### src/rtl/data_mem_arbiter.sv
// data_mem_arbiter: shares a single data_mem between the CPU load/store port (0)
// and the loader/DMA port (1). Round-robin between simultaneous requests, one
// access in flight, and read data is registered per port so that neither
// requester ever observes the memory's floating read bus.
module data_mem_arbiter #(
   parameter int unsigned ADDR_W = 32,
   parameter int unsigned DATA_W = 32,
   parameter int unsigned MEM_AW = 16
) (
   input  logic              clk,
   input  logic              rst_n,
   // port 0: CPU load/store stage
   input  logic              req0,
   input  logic              we0,
   input  logic [ADDR_W-1:0] addr0,
   input  logic [DATA_W-1:0] wdata0,
   output logic              ack0,
   output logic              err0,
   output logic [DATA_W-1:0] rdata0,
   // port 1: loader / DMA
   input  logic              req1,
   input  logic              we1,
   input  logic [ADDR_W-1:0] addr1,
   input  logic [DATA_W-1:0] wdata1,
   output logic              ack1,
   output logic              err1,
   output logic [DATA_W-1:0] rdata1,
   // data_mem side
   output logic [ADDR_W-1:0] mem_addr,
   output logic [DATA_W-1:0] mem_wdata,
   output logic              mem_read,
   output logic              mem_write,
   input  logic [DATA_W-1:0] mem_rdata
);

   typedef enum logic [1:0] {
      StIdle   = 2'd0,
      StAccess = 2'd1,
      StDone   = 2'd2
   } state_e;

   state_e state;
   logic   rr_ptr;   // port that wins the next simultaneous request
   logic   win_id;   // port owning the access in flight
   logic   acc_err;  // in-flight access was out of range

   logic              grant_id;
   logic              grant_we;
   logic [ADDR_W-1:0] grant_addr;
   logic [DATA_W-1:0] grant_wdata;
   logic              grant_in_range;

   // Pick the winner among pending requests and mux its access fields.
   always_comb begin
      grant_id = 1'b0;
      if (req0 && req1) begin
         grant_id = rr_ptr;
      end else if (req1) begin
         grant_id = 1'b1;
      end
      grant_we       = grant_id ? we1    : we0;
      grant_addr     = grant_id ? addr1  : addr0;
      grant_wdata    = grant_id ? wdata1 : wdata0;
      // Only the low MEM_AW bits are backed by storage.
      grant_in_range = ((grant_addr >> MEM_AW) == '0);
   end

   // Arbitration FSM; all memory strobes and requester responses are registered here,
   // so an asynchronous reset clears them immediately (an interrupted write never commits).
   always_ff @(posedge clk or negedge rst_n) begin
      if (!rst_n) begin
         state     <= StIdle;
         rr_ptr    <= 1'b0;
         win_id    <= 1'b0;
         acc_err   <= 1'b0;
         mem_addr  <= '0;
         mem_wdata <= '0;
         mem_read  <= 1'b0;
         mem_write <= 1'b0;
         ack0      <= 1'b0;
         ack1      <= 1'b0;
         err0      <= 1'b0;
         err1      <= 1'b0;
         rdata0    <= '0;
         rdata1    <= '0;
      end else begin
         unique case (state)
            StIdle: begin
               ack0 <= 1'b0;
               ack1 <= 1'b0;
               err0 <= 1'b0;
               err1 <= 1'b0;
               if (req0 || req1) begin
                  win_id    <= grant_id;
                  rr_ptr    <= ~grant_id;
                  mem_addr  <= grant_addr;
                  mem_wdata <= grant_wdata;
                  // Out-of-range accesses never touch the memory.
                  mem_read  <= grant_in_range & ~grant_we;
                  mem_write <= grant_in_range & grant_we;
                  acc_err   <= ~grant_in_range;
                  state     <= StAccess;
               end
            end

            StAccess: begin
               // Capture only while mem_read is high; the bus floats otherwise.
               if (mem_read) begin
                  if (win_id) begin
                     rdata1 <= mem_rdata;
                  end else begin
                     rdata0 <= mem_rdata;
                  end
               end
               mem_read  <= 1'b0;
               mem_write <= 1'b0;
               mem_addr  <= '0;
               mem_wdata <= '0;
               ack0      <= ~win_id;
               ack1      <= win_id;
               err0      <= ~win_id & acc_err;
               err1      <= win_id & acc_err;
               state     <= StDone;
            end

            StDone: begin
               ack0  <= 1'b0;
               ack1  <= 1'b0;
               err0  <= 1'b0;
               err1  <= 1'b0;
               state <= StIdle;
            end

            default: begin
               mem_read  <= 1'b0;
               mem_write <= 1'b0;
               ack0      <= 1'b0;
               ack1      <= 1'b0;
               err0      <= 1'b0;
               err1      <= 1'b0;
               state     <= StIdle;
            end
         endcase
      end
   end

endmodule

### config.mk
export PLATFORM = sky130hd
export DESIGN_NAME = data_mem_arbiter
export DESIGN_NICKNAME = d
export VERILOG_FILES = /design/src/rtl/data_mem_arbiter.sv
export SDC_FILE = /design/constraint.sdc
export NUM_CORES = 1
export LEC_CHECK = 0
export CAP_MARGIN = 10
export CORE_UTILIZATION = 40
export DETAILED_ROUTE_END_ITERATION = 6
export PLACE_DENSITY = 0.92
export SETUP_SLACK_MARGIN = 0.3
export SYNTH_ARGS = -nofsm -noshare
export SYNTH_HDL_FRONTEND = slang
export SYNTH_SLANG_ARGS = --single-unit
### constraint.sdc
create_clock -name clk -period 2.1 [get_ports clk]
set_clock_uncertainty 0.05 [all_clocks]
set_input_delay 0.42 -clock clk [delete_from_list [all_inputs] [get_ports clk]]
set_output_delay 0.42 -clock clk [all_outputs]
set_load 0.02 [all_outputs]
# [Word-level counts from Yosys, hierarchy flattened]
# Index checks and enable logic that the tools add are counted.
[word_totals] out_inout_bits=134 regBits=139 input_bits=166 elab_cells=55
[op_classes] n_reduce_logical=10 muxes=19 n_eq_ne=3 n_bitwise=9
[ops] op="2-to-1 mux 32 bit" n=4
[ops] op="case mux 32 bit (2 select lines)" n=2
[ops] op="logical NOT 32 bit" n=1
[ops] op="2-to-1 mux 1 bit" n=9
[ops] op="AND reduction 2 bit" n=3
[ops] op="AND reduction 3 bit" n=2
[ops] op="inverter 1 bit" n=5
[ops] op="bitwise AND 1 bit" n=4
[ops] op="case mux 1 bit (2 select lines)" n=2
[ops] op="case mux 2 bit (2 select lines)" n=1
[ops] op="== test 2 x 1 -> 1 bit, second input constant" n=1
[ops] op="== test 2 bit, second input constant" n=1
[ops] op="logical NOT 2 bit" n=1
[ops] op="2-to-1 mux 2 bit" n=1
[ops] op="inequality test 2 bit, second input constant" n=1
[ops] op="nonzero test 2 bit" n=1
[ops] op="logical AND 1 bit" n=1
[ops] op="logical OR 1 bit" n=1

# [Longest topological paths before layout]
[depth] ltp_word=7 ltp_mapped=8 mapped_depth_nobuf=6

# [Worst setup path before layout]
# No wires, ideal clock.
[synth_timing] path_kind="input -> register" start="input port req1" end="register acc_err" n_path_buf=2 stages=8 required_ps=1931 setup_ps=119 arrival_time_ps=1494 setup_slack_ps=437 path_cell_list="nor2_1 > or3_1 > buf_6 > buf_12 > clkinv_8 > and3_1 > a41oi_2 > o21a_1"
[synth_between] elab_chain_len=5 elab_cells_between_ends=8 classes_between="3 x mux; 1 x bitwise; 4 x reduce/logical"
[synth_lines] element="from (decl)" line="21" rtl="input logic req1,"
[synth_lines] element="2-to-1 mux 1 bit or logical AND 1 bit (tied branches)" line="58, 56"
[synth_lines] element="2-to-1 mux 1 bit" line="56" rtl="if (req0 && req1) begin"
[synth_lines] element="2-to-1 mux 32 bit" line="62" rtl="grant_addr = grant_id ? addr1 : addr0;"
[synth_lines] element="logical NOT 32 bit" line="65" rtl="grant_in_range = ((grant_addr >> MEM_AW) == '0);"
[synth_lines] element="inverter 1 bit" line="101" rtl="acc_err <= ~grant_in_range;"
[synth_lines] element="to (signal assigned)" line="101"
[synth_lines] element="to (decl)" line="45" rtl="logic acc_err;"
# Parallel ways exist; a longest one is shown, timed or not.
# A chain may end at the register's enable or synchronous reset.

# [Final worst setup path]
# Ends and elaborated chain as after synthesis.

==> run_results.csv <==
group,metric,value,unit
sta,drv_slew,0,
cts,cts_setup_buffers,0,
yosys,synth_top_area_share,0.5972,
drt,routedWlPerCell,16.99,microns
sta,fin_crit_sh,0.8553,
sta,finalCriticalPeriod,1.796,ns
final_layout,nFillCells,1046,
drt,drt-initial-drc-count,171,
floorplan,initial_core_util,0.4148,
setup_path,cp_max_fo,4,
setup_path,path_class,"input port to flip-flop",
sta,setup_tns,0,ns
cts,clock_sinks,139,
flow_run,cap_violations,0,
yosys,syn_inst,465,
drt,drt_first_pass_iters,4,
setup_path,crit_slowest_cell,"or3_2",
yosys,synth_seq_cells,139,
sta,final-hold-violation-count,0,
sta,worst_pin_slew,0.4625,ns
grt,grt_start_max_net_pins,65,
sta,rsz0062_at_grt,"true",
cts,cts_tree,"built",
placed_design,hpwl,12390,microns
yosys,synth_nets,631,
cts,cts-root-buf,"clkbuf_16",
setup_path,path_buf_inv,2,
power_and_ir_drop,p_leak,0.004841,uW
cts,h-tree-depth,4,
cts,cts_buffers,17,
placed_design,place_congestion,0.8320,
floorplan,pin_count,300,
drt,ant_nets,0,
grt,grt_pass1_wl,25290,microns
setup_path,critPathLaunchType,"input port",
grt,overflow,0,
yosys,yosysSeqAreaShare,0.5972,
sta,relSlewSlack,0.6888,
drt,routed_wirelength,16600,microns
yosys,synth_area_leaders,"dfrtp_1 (60%), mux2_2 (12%), mux2i_1 (11%)",
run_status,status,"finished clean",
min_path,min_path_type,"flip-flop to flip-flop",
grt,antenna_found_initial,0,
yosys,synth_largest_area_cell,"dfrtp_1",
setup_path,cp_cell_sequence,"clkdlybuf4s50_1 > nor2_1 > or3_2 > clkinv_8 > and3_1 > a41oi_2 > o21a_1",
cts,clkTransAtPathRegs,0.06,ns
power_and_ir_drop,ir_worst_vdd,0.6151,mV
setup_path,crit_path_end_kind,"flip-flop",
cts,clockBufferDepth,2,
floorplan,dieArea,0.01505,sq mm
setup_path,critPathTopFamily,"simple AND/OR/NAND/NOR gates",
yosys,synth_area_per_cell,12.53,sq um
grt,track_usage,0.2232,
final_layout,drive_gt1_frac,0.1706,
drt,routed_via_density,4.936,
yosys,yosysWarnings,0,
power_and_ir_drop,p_per_area,1032,mW/mm^2
floorplan,dieWidth,122.7,microns
drt,vias,4822,
sta,worst_slack,0.3040,ns
setup_path,required,2.35,ns
placed_design,place_ws,-0.1194,ns
sta,setup_viol,0,
sta,max_freq,0.5568,GHz
setup_path,cp.arrival,2.04,ns
floorplan,die_h,122.7,microns
final_layout,area_delta_synth_final,67.24,%
floorplan,coreArea,0.01404,sq mm
setup_path,crit_path_max_incr_delay,0.51,ns
drt,drc,0,
final_layout,final_net_count,950,
placed_design,portBuffers,299,
floorplan,placementRows,43,
power_and_ir_drop,total_power,10050,uW
grt,grt_pass1_vias,5030,
final_layout,antenna_cells,0,
yosys,synth_cell_type_count,26,
cts,clk_latency,0.40,ns
yosys,netlist_area,0.005824,sq mm
## sequential cells by signal, indices dropped and copies added (netlist names), 2 cells and up
name,flops
mem_wdata,32
state,2
rdata1,32
rdata0,32
mem_addr,32
## worst reg2reg max path: stages (launching register included)
cell       delay (ns)
dfrtp_1          0.42
nor2b_2          0.22
and2b_1          0.17
and2_2           0.22
clkbuf_16        0.21
mux2_2           0.34
## routing by layer
layer  track usage  vias up  wire [microns]
met3       0.06738       47            1346
met2        0.3999      234            8484
met5             0        -               0
met1        0.2371     2271            6242
met4        0.1090        0             525
li1              -     2270               -
## final cells by class
cell class	count	area, sq um	share of cell area
flip-flops and latches	139	3478	0.3571
clock inverters	10	162.7	0.01670
well taps	180	225.2	0.02312
multi-input cells	294	2178	0.2236
inverters	2	20.02	0.002055
repair buffers	330	3192	0.3277
clock buffers	22	484.2	0.04971
## path summary, 6_finish.rpt
check | slack, ns | depth (start not counted) | startpoint | to
worst max-delay path | 0.30 | 7 | req1 | acc_err
worst min-delay path | 0.42 | 2 | mem_wdata[2] | mem_wdata[2]
worst max register to register | 0.36 | 5 | state[0] | rdata0[3]
worst min register to register | 0.42 | 2 | mem_wdata[2] | mem_wdata[2]
max in group asynchronous | 0.89 | 3 | rst_n | rdata0[5]
min in group asynchronous | 0.46 | 2 | rst_n | rdata0[25]
## synthesized netlist by cell type
master / number
a41oi_2: 1
and2b_1: 1
nor2_1: 6
nand2_1: 68
mux2_1: 1
nor4_1: 8
or2_2: 1
buf_2: 10
o21a_1: 1
o21ai_0: 66
clkinv_8: 1
buf_6: 1
mux2i_1: 65
nor2b_2: 1
buf_12: 1
o21ai_2: 2
and2_1: 3
nand4_1: 1
buf_4: 5
clkbuf_1: 13
nor3_1: 2
inv_1: 1
mux2_2: 64
and3_1: 2
or3_1: 1
dfrtp_1: 139
## cells by family after synthesis
family / Yosys count / share of synthesized area
multiplexers: 130 / 0.2374
buffers and inverters: 32 / 0.03223
flip-flops: 139 / 0.5972
AND/OR/NAND/NOR: 94 / 0.06939
AO/OA/AOI/OAI: 70 / 0.06380
## cell usage in the layout, fill, tap and decap left out
master,instances
o21ai_2,2
dfrtp_1,139
dlygate4sd3_1,1
and2b_1,1
mux2i_1,65
buf_6,1
buf_12,9
a41oi_2,1
clkinvlp_4,2
buf_4,20
clkbuf_8,4
nor2b_2,1
mux2_2,64
bufinv_16,4
o21ai_4,1
dlygate4sd2_1,134
or2_2,1
clkinv_8,1
mux2_1,1
and2_1,2
and2_2,1
nand2_1,68
nor4_2,1
nor2_1,6
or3_2,1
nor3_1,2
clkinv_4,2
clkdlybuf4s50_1,164
and3_1,2
clkbuf_1,1
o21a_1,1
inv_1,1
nor4_1,7
clkinv_2,2
o21ai_0,65
nand4_1,1
clkbuf_16,18
## metrics by stage
| step | area [sq um] | util | cells | hold slack (ns) |
|---|---|---|---|---|
| 4_1_cts | 9708 | 0.6913 | 976 | 0.4273 |
| 3_5_place_dp | 9219 | 0.6565 | 943 | 0.3256 |
| 6_report | 9741 | 0.6937 | 977 | 0.4209 |
| 5_1_grt | 9741 | 0.6937 | 977 | 0.4424 |
| 3_3_place_gp | 9219 | 0.6565 | 943 | 0.3228 |
| 2_1_floorplan | 5824 | - | 465 | 0.07441 |
## what timing repair did
| action | CTS | global route |
|---|---|---|
| cloned | 0 | 1 |
| endpoints found under the hold margin | 41 | 0 |
| hold buffers | 1 | 0 |
| setup endpoints to repair | 134 | 50 |
| resized for setup | 134 | 2 |
## power by group
group	internal, uW	switching, uW
clock	2120	1090
sequential	3270	312
combinational	1350	1910
total	6740	3310
No activity file was read; power rests on OpenSTA's default activity.
